### src/rtl/fft_sequencer_if.sv
// Handshake and addressing bundle between the FFT sequencer and its register file,
// butterfly datapath and the load/unload streams.
interface fft_sequencer_if #(
  parameter int LOG2N = 6
);
  logic             start;
  logic             busy;
  logic             done;
  logic             in_valid;
  logic             in_ready;
  logic             load_we;
  logic [LOG2N-1:0] load_addr;
  logic             bf_valid;
  logic [LOG2N-1:0] bf_idx_a;
  logic [LOG2N-1:0] bf_idx_b;
  logic [LOG2N-2:0] bf_tw;
  logic             wb_valid;
  logic [LOG2N-1:0] wb_idx_a;
  logic [LOG2N-1:0] wb_idx_b;
  logic             out_valid;
  logic             out_ready;
  logic [LOG2N-1:0] rd_addr;

  modport master (
    input  start, in_valid, out_ready,
    output busy, done, in_ready, load_we, load_addr,
           bf_valid, bf_idx_a, bf_idx_b, bf_tw,
           wb_valid, wb_idx_a, wb_idx_b,
           out_valid, rd_addr
  );

  modport slave (
    output start, in_valid, out_ready,
    input  busy, done, in_ready, load_we, load_addr,
           bf_valid, bf_idx_a, bf_idx_b, bf_tw,
           wb_valid, wb_idx_a, wb_idx_b,
           out_valid, rd_addr
  );
endinterface

### src/rtl/fft_sequencer.sv
// Sequencer for an in-place radix-2 DIT FFT: bit-reversed load, stage-by-stage
// butterfly issue with writeback tracking, and natural-order unload.
module fft_sequencer #(
  parameter int N      = 64,
  parameter int LOG2N  = 6,
  parameter int BF_LAT = 2
) (
  input  logic          clk,
  input  logic          rst,
  fft_sequencer_if.master bus
);

  localparam int KW = LOG2N - 1;
  localparam int SW = $clog2(LOG2N);
  localparam int GW = $clog2(BF_LAT + 1);

  localparam logic [LOG2N-1:0] LAST_N = LOG2N'(N - 1);
  localparam logic [KW-1:0]    LAST_K = KW'(N / 2 - 1);
  localparam logic [SW-1:0]    LAST_S = SW'(LOG2N - 1);
  localparam logic [GW-1:0]    LAST_G = GW'(BF_LAT - 1);

  typedef enum logic [2:0] {
    S_IDLE,
    S_LOAD,
    S_ISSUE,
    S_GAP,
    S_UNLOAD,
    S_DONE
  } state_t;

  state_t           state_q, state_d;
  logic [LOG2N-1:0] cnt_q, cnt_d;
  logic [SW-1:0]    s_q, s_d;
  logic [KW-1:0]    k_q, k_d;
  logic [GW-1:0]    gap_q, gap_d;
  logic [LOG2N-1:0] rd_q, rd_d;

  logic             wb_vld_q [BF_LAT];
  logic             wb_vld_d [BF_LAT];
  logic [LOG2N-1:0] wb_a_q   [BF_LAT];
  logic [LOG2N-1:0] wb_a_d   [BF_LAT];
  logic [LOG2N-1:0] wb_b_q   [BF_LAT];
  logic [LOG2N-1:0] wb_b_d   [BF_LAT];

  logic             issue;
  logic [KW-1:0]    mask_k;
  logic [KW-1:0]    pos_k;
  logic [KW-1:0]    hi_k;
  logic [LOG2N-1:0] half;
  logic [LOG2N-1:0] idx_a;
  logic [LOG2N-1:0] idx_b;
  logic [SW-1:0]    tw_sh;
  logic [KW-1:0]    tw;

  function automatic logic [LOG2N-1:0] bitrev(input logic [LOG2N-1:0] v);
    logic [LOG2N-1:0] r;
    for (int i = 0; i < LOG2N; i++) begin
      r[i] = v[LOG2N-1-i];
    end
    return r;
  endfunction

  // Next-state and counter updates
  always_comb begin
    state_d = state_q;
    cnt_d   = cnt_q;
    s_d     = s_q;
    k_d     = k_q;
    gap_d   = gap_q;
    rd_d    = rd_q;
    unique case (state_q)
      S_IDLE: begin
        if (bus.start) begin
          state_d = S_LOAD;
          cnt_d   = '0;
        end
      end
      S_LOAD: begin
        if (bus.in_valid) begin
          cnt_d = cnt_q + 1'b1;
          if (cnt_q == LAST_N) begin
            state_d = S_ISSUE;
            cnt_d   = '0;
            s_d     = '0;
            k_d     = '0;
          end
        end
      end
      S_ISSUE: begin
        k_d = k_q + 1'b1;
        if (k_q == LAST_K) begin
          state_d = S_GAP;
          k_d     = '0;
          gap_d   = '0;
        end
      end
      S_GAP: begin
        gap_d = gap_q + 1'b1;
        if (gap_q == LAST_G) begin
          gap_d = '0;
          if (s_q == LAST_S) begin
            state_d = S_UNLOAD;
            s_d     = '0;
            rd_d    = '0;
          end else begin
            state_d = S_ISSUE;
            s_d     = s_q + 1'b1;
          end
        end
      end
      S_UNLOAD: begin
        if (bus.out_ready) begin
          rd_d = rd_q + 1'b1;
          if (rd_q == LAST_N) begin
            state_d = S_DONE;
            rd_d    = '0;
          end
        end
      end
      S_DONE: begin
        state_d = S_IDLE;
      end
      default: begin
        state_d = S_IDLE;
      end
    endcase
  end

  // Butterfly index generation: idx_a is k with a zero inserted at bit s
  always_comb begin
    issue  = (state_q == S_ISSUE);
    mask_k = ~({KW{1'b1}} << s_q);
    pos_k  = k_q & mask_k;
    hi_k   = k_q & ~mask_k;
    half   = LOG2N'(1) << s_q;
    idx_a  = {hi_k, 1'b0} | {1'b0, pos_k};
    idx_b  = idx_a | half;
    tw_sh  = SW'(LOG2N - 1) - s_q;
    tw     = pos_k << tw_sh;
  end

  // Writeback delay line, never stalled
  always_comb begin
    wb_vld_d[0] = issue;
    wb_a_d[0]   = issue ? idx_a : '0;
    wb_b_d[0]   = issue ? idx_b : '0;
    for (int i = 1; i < BF_LAT; i++) begin
      wb_vld_d[i] = wb_vld_q[i-1];
      wb_a_d[i]   = wb_a_q[i-1];
      wb_b_d[i]   = wb_b_q[i-1];
    end
  end

  always_ff @(negedge clk or negedge rst) begin
    if (!rst) begin
      state_q <= S_IDLE;
      cnt_q   <= '0;
      s_q     <= '0;
      k_q     <= '0;
      gap_q   <= '0;
      rd_q    <= '0;
      for (int i = 0; i < BF_LAT; i++) begin
        wb_vld_q[i] <= 1'b0;
        wb_a_q[i]   <= '0;
        wb_b_q[i]   <= '0;
      end
    end else begin
      state_q <= state_d;
      cnt_q   <= cnt_d;
      s_q     <= s_d;
      k_q     <= k_d;
      gap_q   <= gap_d;
      rd_q    <= rd_d;
      for (int i = 0; i < BF_LAT; i++) begin
        wb_vld_q[i] <= wb_vld_d[i];
        wb_a_q[i]   <= wb_a_d[i];
        wb_b_q[i]   <= wb_b_d[i];
      end
    end
  end

  // Output decode: handshakes depend only on registered state
  always_comb begin
    bus.busy      = (state_q != S_IDLE);
    bus.done      = (state_q == S_DONE);
    bus.in_ready  = (state_q == S_LOAD);
    bus.load_we   = bus.in_valid & (state_q == S_LOAD);
    bus.load_addr = bitrev(cnt_q);
    bus.bf_valid  = issue;
    bus.bf_idx_a  = issue ? idx_a : '0;
    bus.bf_idx_b  = issue ? idx_b : '0;
    bus.bf_tw     = issue ? tw : '0;
    bus.wb_valid  = wb_vld_q[BF_LAT-1];
    bus.wb_idx_a  = wb_a_q[BF_LAT-1];
    bus.wb_idx_b  = wb_b_q[BF_LAT-1];
    bus.out_valid = (state_q == S_UNLOAD);
    bus.rd_addr   = rd_q;
  end

endmodule
### src/flat_wrapper.sv
// flat-port wrapper written by rule: the top's interface ports become plain ports
module fft_sequencer_flat 
#(
  parameter int N      = 64,
  parameter int LOG2N  = 6,
  parameter int BF_LAT = 2
)
  (clk, rst, bus_start, bus_in_valid, bus_out_ready, bus_busy, bus_done, bus_in_ready, bus_load_we, bus_load_addr, bus_bf_valid, bus_bf_idx_a, bus_bf_idx_b, bus_bf_tw, bus_wb_valid, bus_wb_idx_a, bus_wb_idx_b, bus_out_valid, bus_rd_addr);
  fft_sequencer_if #(.LOG2N(LOG2N)) bus_i ();
  input  logic clk;
  input  logic rst;
  input wire logic [$bits(bus_i.start)-1:0] bus_start;
  input wire logic [$bits(bus_i.in_valid)-1:0] bus_in_valid;
  input wire logic [$bits(bus_i.out_ready)-1:0] bus_out_ready;
  output wire logic [$bits(bus_i.busy)-1:0] bus_busy;
  output wire logic [$bits(bus_i.done)-1:0] bus_done;
  output wire logic [$bits(bus_i.in_ready)-1:0] bus_in_ready;
  output wire logic [$bits(bus_i.load_we)-1:0] bus_load_we;
  output wire logic [$bits(bus_i.load_addr)-1:0] bus_load_addr;
  output wire logic [$bits(bus_i.bf_valid)-1:0] bus_bf_valid;
  output wire logic [$bits(bus_i.bf_idx_a)-1:0] bus_bf_idx_a;
  output wire logic [$bits(bus_i.bf_idx_b)-1:0] bus_bf_idx_b;
  output wire logic [$bits(bus_i.bf_tw)-1:0] bus_bf_tw;
  output wire logic [$bits(bus_i.wb_valid)-1:0] bus_wb_valid;
  output wire logic [$bits(bus_i.wb_idx_a)-1:0] bus_wb_idx_a;
  output wire logic [$bits(bus_i.wb_idx_b)-1:0] bus_wb_idx_b;
  output wire logic [$bits(bus_i.out_valid)-1:0] bus_out_valid;
  output wire logic [$bits(bus_i.rd_addr)-1:0] bus_rd_addr;
  assign bus_i.start = bus_start;
  assign bus_i.in_valid = bus_in_valid;
  assign bus_i.out_ready = bus_out_ready;
  assign bus_busy = bus_i.busy;
  assign bus_done = bus_i.done;
  assign bus_in_ready = bus_i.in_ready;
  assign bus_load_we = bus_i.load_we;
  assign bus_load_addr = bus_i.load_addr;
  assign bus_bf_valid = bus_i.bf_valid;
  assign bus_bf_idx_a = bus_i.bf_idx_a;
  assign bus_bf_idx_b = bus_i.bf_idx_b;
  assign bus_bf_tw = bus_i.bf_tw;
  assign bus_wb_valid = bus_i.wb_valid;
  assign bus_wb_idx_a = bus_i.wb_idx_a;
  assign bus_wb_idx_b = bus_i.wb_idx_b;
  assign bus_out_valid = bus_i.out_valid;
  assign bus_rd_addr = bus_i.rd_addr;
  fft_sequencer #(.N(N), .LOG2N(LOG2N), .BF_LAT(BF_LAT)) u_core (.clk(clk), .rst(rst), .bus(bus_i));
endmodule
### config.mk
export PLATFORM = sky130hd
export DESIGN_NAME = fft_sequencer_flat
export DESIGN_NICKNAME = d
export VERILOG_FILES = /design/src/rtl/fft_sequencer_if.sv /design/src/rtl/fft_sequencer.sv /design/src/flat_wrapper.sv
export SDC_FILE = /design/constraint.sdc
export NUM_CORES = 1
export LEC_CHECK = 0
export BUFFER_PORTS_ARGS = -buffer_cell sky130_fd_sc_hd__buf_2
export CAP_MARGIN = 15
export CORE_UTILIZATION = 54
export CTS_CLUSTER_SIZE = 25
export DETAILED_ROUTE_END_ITERATION = 8
export HOLD_SLACK_MARGIN = 0.15
export PLACE_DENSITY_LB_ADDON = 0.25
export SYNTH_ARGS = -nofsm -noshare
export SYNTH_HDL_FRONTEND = slang
export SYNTH_SLANG_ARGS = --single-unit
### constraint.sdc
create_clock -name clk -period 2.31 [get_ports clk]
set_input_delay 0.1155 -clock clk [delete_from_list [all_inputs] [get_ports clk]]
set_output_delay 0.1155 -clock clk [all_outputs]
set_load 0.05 [all_outputs]
==> results of run 1 <==
## synth_stat cells, types with 2 or more instances
library cell  count
inv_1             7
dfrtn_1          51
ha_1             12
mux2i_1           3
buf_2             2
clkbuf_1          7
o21ai_0          15
a21o_1            6
a22o_1            3
or4_1             2
nor2b_1           2
o31ai_1           2
buf_6             3
and3_1            7
a21oi_1           9
a211o_1           2
nor2_1           14
nor3_1            6
and2_1            2
or3b_2            2
nand2b_1          6
nand3_1          11
nor3b_1           3
buf_4            12
a211oi_1          5
a31o_2            4
and2b_1           2
a31oi_1           2
nand3b_1          5
nand2_1          18
## where the power goes
| group | internal [mW] | total (mW) | switching (mW) |
|---|---|---|---|
| registers | 0.922 | 0.929 | 0.00774 |
| logic | 0.133 | 0.354 | 0.221 |
| clock network | 0.273 | 0.585 | 0.312 |
| total | 1.33 | 1.87 | 0.541 |
## cell type report
type,count,area (µm²),share of cell area
multi-input cells,167,1410,0.349
flip-flops and latches,51,1280,0.315
repair buffers,126,1130,0.279
clock buffers,7,96.3,0.0238
well taps,52,65.1,0.0160
inverters,9,63.8,0.0157
clock inverters,1,7.51,0.00185
## sequential cells by signal, indices dropped and copies added, names as in the netlist
name	cells
u_core.bus.wb_valid	1
u_core.s_q	3
u_core.gap_q	2
u_core.cnt_q	6
u_core.state_q	3
u_core.bus.wb_idx_b	6
u_core.wb_a_d	6
u_core.wb_b_d	6
u_core.bus.rd_addr	6
u_core.k_q	5
u_core.wb_vld_d	1
u_core.bus.wb_idx_a	6
## per-stage QoR
| stage | cell area, µm² | instances | power [mW] | util | hold WS (ns) |
|---|---|---|---|---|---|
| floorplan | 2860 | 251 | 1.14 | - | 0.292 |
| global placement | 3290 | 379 | 1.20 | 0.731 | 0.292 |
| detailed placement | 3290 | 379 | 1.21 | 0.731 | 0.295 |
| CTS | 3790 | 400 | 1.81 | 0.841 | 0.295 |
| global route | 4060 | 413 | 1.91 | 0.901 | 0.304 |
| finish | 4060 | 413 | 1.87 | 0.901 | 0.296 |
## cells by family after synthesis
family                   Yosys count  synth area share
AND/OR/NAND/NOR                   90             0.192
AO/OA/AOI/OAI                     61             0.168
flip-flops                        51             0.491
buffers and inverters             33            0.0765
adder cells (fa/ha/maj)           12            0.0577
multiplexers                       3            0.0115
XOR/XNOR                           1           0.00337
## layer usage
metal,up-vias,part of all wire,GRT usage
li1,1100,-,-
met1,1269,0.39,0.391
met2,144,0.50,0.507
met3,31,0.064,0.0464
met4,0,0.038,0.131
met5,-,0,0
## path summary, 6_finish.rpt
kind | startpoint | end | slack [ns] | cells after the start
max | u_core.s_q[1] | bus_bf_tw[3] | -1.07 | 9
min | u_core.wb_a_d[0] | u_core.bus.wb_idx_a[0] | 0.30 | 0
max reg2reg | u_core.k_q[0] | u_core.state_q[1] | 0 | 8
min reg2reg | u_core.wb_a_d[0] | u_core.bus.wb_idx_a[0] | 0.30 | 0
max in group asynchronous | rst | u_core.bus.wb_idx_a[1] | 1.22 | 2
min in group asynchronous | rst | u_core.bus.rd_addr[3] | 0.83 | 2
## critical path, cell delays in order, from the launching register on
cell and delay, ns:
dfrtn_1 0.45, ha_2 0.22, inv_2 0.05, ha_4 0.16, nand2b_4 0.17, nor2_4 0.10
a311oi_1 0.06, buf_4 0.16, a211oi_4 0.23, buf_6 0.19
## timing repair
action                     in CTS  in global routing
pin swaps                       5                 13
buffers inserted               13                 16
setup endpoints to repair      34                 30
gates resized for setup        86                 47
==> summary.txt, run 1 <==
Synth
  • Synth top area cells: dfrtn_1 (49%), ha_1 (5.8%), buf_4 (3.5%)
  • YS warnings: 0
  • Mapped Area: 2600 µm²
  • Sequential share of the synthesized area: 0.491
  • Syn Nets: 268
  • Flops & latches, synth: 51
  • Yosys top cell area share: 0.491
  • Cells after Synth: 251
  • EDFF count, synth: 0
  • Dominant cell type by area after synthesis: dfrtn_1
  • Ys async rst share: 1.00
  • Ys flop type: dfrtn_1
  • Syn Area/Cell: 10.4 µm²
  • Yosys cell types: 56

Clock tree
  • Total clock sinks: 51
  • Cts hold-fix bufs: 0
  • Clock tree buffer depth: 2
  • CTS Buf Count: 5
  • H-tree Lvls: 2
  • Clock Latency Late Sink: 0.32 ns
  • CTS tree: built
  • CTS root buffer: clkbuf_8
  • CTS clk-pin slew, worst paths: 0.06 ns

Worst setup path
  • CP max FO: 3
  • CP startpoint kind: register
  • Crit path kind: reg -> out
  • Crit end category: output port
  • Required @ worst endpoint: 2.19 ns
  • CP Data Arrival Time: 3.26 ns

GRT
  • Total gr overflow: 0
  • Largest net degree at the start of global routing: 52
  • Vias in the first global route: 2372
  • First-pass GRT wire length: 11.8 mm
  • GR Util All Layers: 0.302
  • Antenna violations before repair: 0

Routing
  • DRT Pass-1 Iters: 7
  • Post-route DRC: 3
  • Initial DRC Count: 281
  • Final ANT Viol Nets: 0
  • Via/cell ratio: 6.16
  • WL per Instance: 21.0 µm
  • DR vias: 2544
  • Final wirelength: 8.67 mm

Job
  • Max Cap Violations: 0

Cells and area
  • Most frequent cells in the layout: buf_4 (62), dfrtn_1 (51), buf_6 (34)
  • Commonest non-fill, non-tap cell in the layout: buf_4
  • Fill cell count: 166
  • Ratio of cells with drive above 1 in the final layout: 0.526
  • Antenna diodes: 0
  • Nets: 377
  • Area grow syn2layout: 55.9%

Floorplanning
  • # rows: 24
  • Die Span X: 71.4 µm
  • Io pins: 53
  • Die Ht: 71.4 µm
  • Initial core utilization: 0.578
  • Total core area: 4500 µm²
  • Die ar.: 5100 µm²

Pwr
  • PwrDens: 461 nW/µm²
  • Worst VDD drop: 493 µV
  • Leakage Power: 1.94 nW

Placed design
  • Routability Congestion: 0.878
  • Post-placement setup slack: -0.737 ns
  • Port Buffer Count: 52
  • Hpwl dp: 4.10 mm

Timing
  • Clock Skew: 0.00716 ns
  • Actual slew at the worst max-slew pin: 0.598 ns
  • RSZ-0062 raised after global routing: yes
  • Max-slew headroom: 0.600
  • Final setup violation count: 23
  • Slew Viols, Final: 0
  • Setup TNS: -16.96 ns
  • Final worst setup slack: -1.07 ns
  • Hold Fails Final Rpt: 0

Status
  • Failing checks: design-rule violations, negative setup slack
  • Status: finished with violations

Min path
  • Hold WC Path Type: reg -> reg
Note: power is estimated with default switching activity, not from simulation.
==> run 2, diff against run 1 <==
--- a/config.mk
+++ b/config.mk
@@ -7,7 +7,10 @@
 export LEC_CHECK = 0
 export BUFFER_PORTS_ARGS = -buffer_cell sky130_fd_sc_hd__buf_2
 export CAP_MARGIN = 15
-export CORE_UTILIZATION = 54
+export CELL_PAD_IN_SITES_DETAIL_PLACEMENT = 0
+export CELL_PAD_IN_SITES_GLOBAL_PLACEMENT = 2
+export CORE_UTILIZATION = 34
+export CTS_CLUSTER_DIAMETER = 100
 export CTS_CLUSTER_SIZE = 25
 export DETAILED_ROUTE_END_ITERATION = 8
 export HOLD_SLACK_MARGIN = 0.15
==> summary.txt, run 2 (synthesized netlist as in run 1, its figures left out) <==
Worst setup path
  • Worst R2R End: u_core.state_q[1]
  • Crit end category: output port
  • CP max FO: 3
  • Reg-to-Reg Start: u_core.k_q[0]
  • FF-to-FF setup slack: 0.25 ns
  • Crit path capture: bus_bf_tw[4]
  • Worst reg2reg path depth: 8
  • Crit path kind: reg -> out
  • Crit path from: u_core.s_q[1]
  • CP startpoint kind: register
  • CP Data Arrival Time: 3.14 ns
  • Required @ worst endpoint: 2.19 ns

Cells and area
  • Commonest non-fill, non-tap cell in the layout: buf_4
  • Most frequent cells in the layout: buf_4 (69), dfrtn_1 (51), buf_6 (31)
  • Core Util, Final: 0.557
  • Final non-filler cell total: 464
  • Fill cell count: 645
  • Area grow syn2layout: 57.0%
  • Antenna diodes: 0
  • Nets: 381
  • Ratio of cells with drive above 1 in the final layout: 0.518

GRT
  • Total gr overflow: 0
  • Antenna violations before repair: 0
  • Largest net degree at the start of global routing: 19
  • GR Util All Layers: 0.174
  • Vias in the first global route: 2227
  • First-pass GRT wire length: 10.7 mm

Floorplanning
  • Initial core utilization: 0.355
  • Die Span X: 89.5 µm
  • Die ar.: 8000 µm²
  • # rows: 31
  • Io pins: 53
  • Die Ht: 89.5 µm
  • Total core area: 7330 µm²

Timing
  • Slew Viols, Final: 0
  • Hold Fails Final Rpt: 0
  • Max-slew headroom: 0.646
  • Final setup violation count: 23
  • Final worst setup slack: -0.943 ns
  • Actual slew at the worst max-slew pin: 0.530 ns
  • RSZ-0062 raised after global routing: yes
  • Clock Skew: 0.00732 ns

Status
  • Failing checks: negative setup slack
  • Status: finished with violations

Routing
  • DR vias: 2227
  • DRT Pass-1 Iters: 6
  • Post-route DRC: 0
  • Final ANT Viol Nets: 0
  • Final wirelength: 6.30 mm
  • WL per Instance: 13.6 µm
  • Via/cell ratio: 4.80
  • Initial DRC Count: 80

Placed design
  • Port Buffer Count: 52
  • # placed instances: 429
  • Hpwl dp: 4.36 mm
  • Routability Congestion: 0.793

Clock tree
  • Clock tree buffer depth: 2
  • CTS clk-pin slew, worst paths: 0.07 ns
  • Total clock sinks: 51
  • H-tree Lvls: 2
  • CTS tree: built
  • Cts hold-fix bufs: 0
  • CTS Buf Count: 5
  • CTS root buffer: clkbuf_8
  • Clock Latency Late Sink: 0.31 ns

Pwr
  • Leakage Power: 1.95 nW
  • PwrDens: 442 nW/µm²
  • Worst VDD drop: 274 µV

Min path
  • Hold WC Path Type: reg -> reg

Job
  • Max Cap Violations: 0
[run 2: cell types whose count changed in the layout (fill, tap and decap cells not counted), sizes merged]
cell / delta
buf: +4
clkbuf: -2
clkinv: +2
clkinvlp: -1
inv: +1
[run 2: critical path, cell delays in order, from the launching register on]
cell and delay, ns:
dfrtn_1 0.43, buf_6 0.12, inv_6 0.03, ha_4 0.15
or3b_4 0.38, o21ai_4 0.08, a21oi_2 0.09, a211oi_4 0.21
buf_6 0.19
[run 2: report_power, final]
group          total (mW)  switching, mW  internal, mW
Combinational       0.327          0.199         0.128
Clock               0.551          0.326         0.225
Sequential          0.928        0.00654         0.922
[run 2: layout make-up]
class / count / area [µm²] / area share
inverter: 9 / 58.8 / 0.0144
tap: 99 / 124 / 0.0303
clock inverter: 3 / 28.8 / 0.00705
sequential: 51 / 1280 / 0.313
clock buffer: 5 / 68.8 / 0.0169
timing repair buffer: 130 / 1150 / 0.282
multi-input combinational: 167 / 1370 / 0.337
[run 2: metal layers]
metal | GRT usage | wire (µm) | vias to the layer above
met5 | 0 | 0 | -
met4 | 0.0534 | 82 | 0
met3 | 0.0332 | 179 | 8
met2 | 0.273 | 2900 | 44
met1 | 0.242 | 3150 | 1059
li1 | - | - | 1116
[run 2: worst min-delay path by stage]
stage | from | end | slack (ns) | cells after the start
after floorplan | u_core.wb_a_d[0] | u_core.bus.wb_idx_a[0] | 0.29 | 0
after global placement | u_core.wb_a_d[5] | u_core.bus.wb_idx_a[5] | 0.29 | 0
after detailed placement | u_core.wb_a_d[0] | u_core.bus.wb_idx_a[0] | 0.30 | 0
after CTS | u_core.wb_a_d[0] | u_core.bus.wb_idx_a[0] | 0.30 | 0
after global routing | u_core.wb_b_d[1] | u_core.bus.wb_idx_b[1] | 0.31 | 0
final | u_core.wb_b_d[3] | u_core.bus.wb_idx_b[3] | 0.29 | 0
[run 2: per-stage QoR]
stage | area (µm²) | setup WS, ns | hold slack, ns | total power [mW] | setup TNS [ns]
after floorplan | 2860 | -0.835 | 0.292 | 1.14 | -10.36
after global placement | 3390 | -0.709 | 0.292 | 1.22 | -11.49
after detailed placement | 3390 | -0.743 | 0.295 | 1.22 | -12.16
after CTS | 3900 | -0.953 | 0.296 | 1.83 | -15.56
after global routing | 4080 | -1.02 | 0.306 | 1.88 | -17.39
final | 4080 | -0.943 | 0.290 | 1.81 | -15.49
[run 2: timing repair]
item                                    4_1_cts  5_1_grt
buffers inserted                             12       17
gates cloned                                  0        0
pin swaps                                     9        6
endpoints found under the setup margin       34       29
gates resized for setup                      98       19
==> run 3, diff against run 2 <==
--- a/config.mk
+++ b/config.mk
@@ -11,10 +11,10 @@
 export CELL_PAD_IN_SITES_GLOBAL_PLACEMENT = 2
 export CORE_UTILIZATION = 34
 export CTS_CLUSTER_DIAMETER = 100
-export CTS_CLUSTER_SIZE = 25
 export DETAILED_ROUTE_END_ITERATION = 8
 export HOLD_SLACK_MARGIN = 0.15
 export PLACE_DENSITY_LB_ADDON = 0.25
+export RECOVER_POWER = 25
 export SYNTH_ARGS = -nofsm -noshare
 export SYNTH_HDL_FRONTEND = slang
 export SYNTH_SLANG_ARGS = --single-unit
==> summary.txt, run 3 (synthesized netlist as in run 1, its figures left out) <==
Status
  • Status: finished with violations
  • Failing checks: negative setup slack

GRT
  • Total gr overflow: 0
  • GR Util All Layers: 0.174
  • Antenna violations before repair: 0
  • First-pass GRT wire length: 10.7 mm
  • Largest net degree at the start of global routing: 19
  • Vias in the first global route: 2227

Routing
  • Via/cell ratio: 4.77
  • Final wirelength: 6.30 mm
  • Final ANT Viol Nets: 0
  • Post-route DRC: 0
  • WL per Instance: 13.6 µm
  • DRT Pass-1 Iters: 6
  • DR vias: 2213
  • Initial DRC Count: 81

Worst setup path
  • Top cell by count, worst path: buf_6
  • Crit path from: u_core.s_q[1]
  • Critical Path Slowest Stage Cell: dfrtn_1
  • Critical-path cell list: buf_6 -> inv_6 -> ha_4 -> or3b_4 -> o21ai_4 -> a21oi_2 -> a211oi_4 -> buf_6
  • Crit path kind: reg -> out
  • Critical Path Max Stage Delay: 0.43 ns
  • CP max FO: 3
  • CP startpoint kind: register
  • Worst reg2reg path depth: 8
  • Reg-to-Reg Start: u_core.k_q[0]
  • CP top delay family: flip-flops
  • Worst R2R End: u_core.state_q[1]
  • Required @ worst endpoint: 2.19 ns
  • FF-to-FF setup slack: 0.25 ns
  • Worst Path Buf+Inv: 3
  • Crit end category: output port
  • CP Data Arrival Time: 3.14 ns

Floorplanning
  • Die ar.: 8000 µm²
  • Initial core utilization: 0.355
  • Total core area: 7330 µm²
  • Die Ht: 89.5 µm
  • Die Span X: 89.5 µm
  • # rows: 31
  • Io pins: 53

Cells and area
  • Register Area: 1280 µm²
  • Area occupied by multi-input gates: 1370 µm²
  • Area grow syn2layout: 55.7%
  • Nets: 381
  • Fill cell count: 648
  • Most frequent cells in the layout: buf_4 (69), dfrtn_1 (51), buf_6 (31)
  • Antenna diodes: 0
  • Ratio of cells with drive above 1 in the final layout: 0.510
  • Commonest non-fill, non-tap cell in the layout: buf_4

Clock tree
  • Total clock sinks: 51
  • CTS Buf Count: 5
  • CTS tree: built
  • CTS clk-pin slew, worst paths: 0.07 ns
  • Cts hold-fix bufs: 0
  • Clock Latency Late Sink: 0.31 ns
  • CTS root buffer: clkbuf_8
  • H-tree Lvls: 2
  • Clock tree buffer depth: 2

Timing
  • Final worst setup slack: -0.941 ns
  • RSZ-0062 raised after global routing: yes
  • Final setup violation count: 23
  • Clock Skew: 0.00730 ns
  • Actual slew at the worst max-slew pin: 0.979 ns
  • Max-slew headroom: 0.348
  • WHS: 0.290 ns
  • Hold Fails Final Rpt: 0
  • Slew Viols, Final: 0

Min path
  • Worst Hold Launch: u_core.wb_b_d[3]
  • Hold Crit Depth: 0
  • Hold WC Path Type: reg -> reg
  • Min-Delay Endpoint: u_core.bus.wb_idx_b[3]

Placed design
  • Port Buffer Count: 52
  • Post-placement setup slack: -0.743 ns
  • Hpwl dp: 4.36 mm
  • Routability Congestion: 0.793

Job
  • Max Cap Violations: 0

Pwr
  • Leakage Power: 1.93 nW
  • Worst VDD drop: 274 µV
  • Power Total: 1.80 mW
  • PwrDens: 444 nW/µm²
==> run 3: how the worst max path moves through the flow <==
| stage | to | cells past startpoint |
|---|---|---|
| 2_1_floorplan | bus_bf_tw[4] | 7 |
| 3_3_place_gp | bus_bf_idx_a[2] | 8 |
| 3_5_place_dp | bus_bf_idx_a[2] | 8 |
| 4_1_cts | bus_bf_tw[4] | 8 |
| 5_1_grt | bus_bf_tw[4] | 8 |
| 6_report | bus_bf_tw[4] | 8 |
==> run 3: power by group <==
part | switching, mW | internal, mW | total (mW)
Combinational | 0.198 | 0.122 | 0.319
Sequential | 0.00653 | 0.922 | 0.928
Clock | 0.327 | 0.225 | 0.552
Total | 0.531 | 1.27 | 1.80
==> run 3: repair_timing <==
action                                  4_1_cts  5_1_grt
pin swaps                                     9        6
gates resized for setup                      98       19
endpoints found under the setup margin       34       29
buffers inserted                             12       17
==> run 3: through the flow <==
step	TNS, ns	instance area, µm²	util	instances
floorplan	-10.36	2860	-	251
global placement	-11.49	3390	0.462	429
detailed placement	-12.16	3390	0.462	429
CTS	-15.56	3900	0.532	449
global route	-17.39	4050	0.552	464
finish	-15.49	4050	0.552	464
==> run 3: final cells by class <==
| class | instances | area share |
|---|---|---|
| clock buffers | 5 | 0.0170 |
| multi-input cells | 167 | 0.339 |
| inverters | 9 | 0.0145 |
| repair buffers | 130 | 0.276 |
| clock inverters | 3 | 0.00711 |
| well taps | 99 | 0.0306 |
| flip-flops and latches | 51 | 0.315 |
==> run 3: layer usage <==
metal | routed length [µm] | GRT usage | up-vias
met5 | 0 | 0 | -
met4 | 82 | 0.0534 | 0
met3 | 172 | 0.0332 | 8
met2 | 2880 | 0.273 | 41
met1 | 3160 | 0.242 | 1049
li1 | - | - | 1115
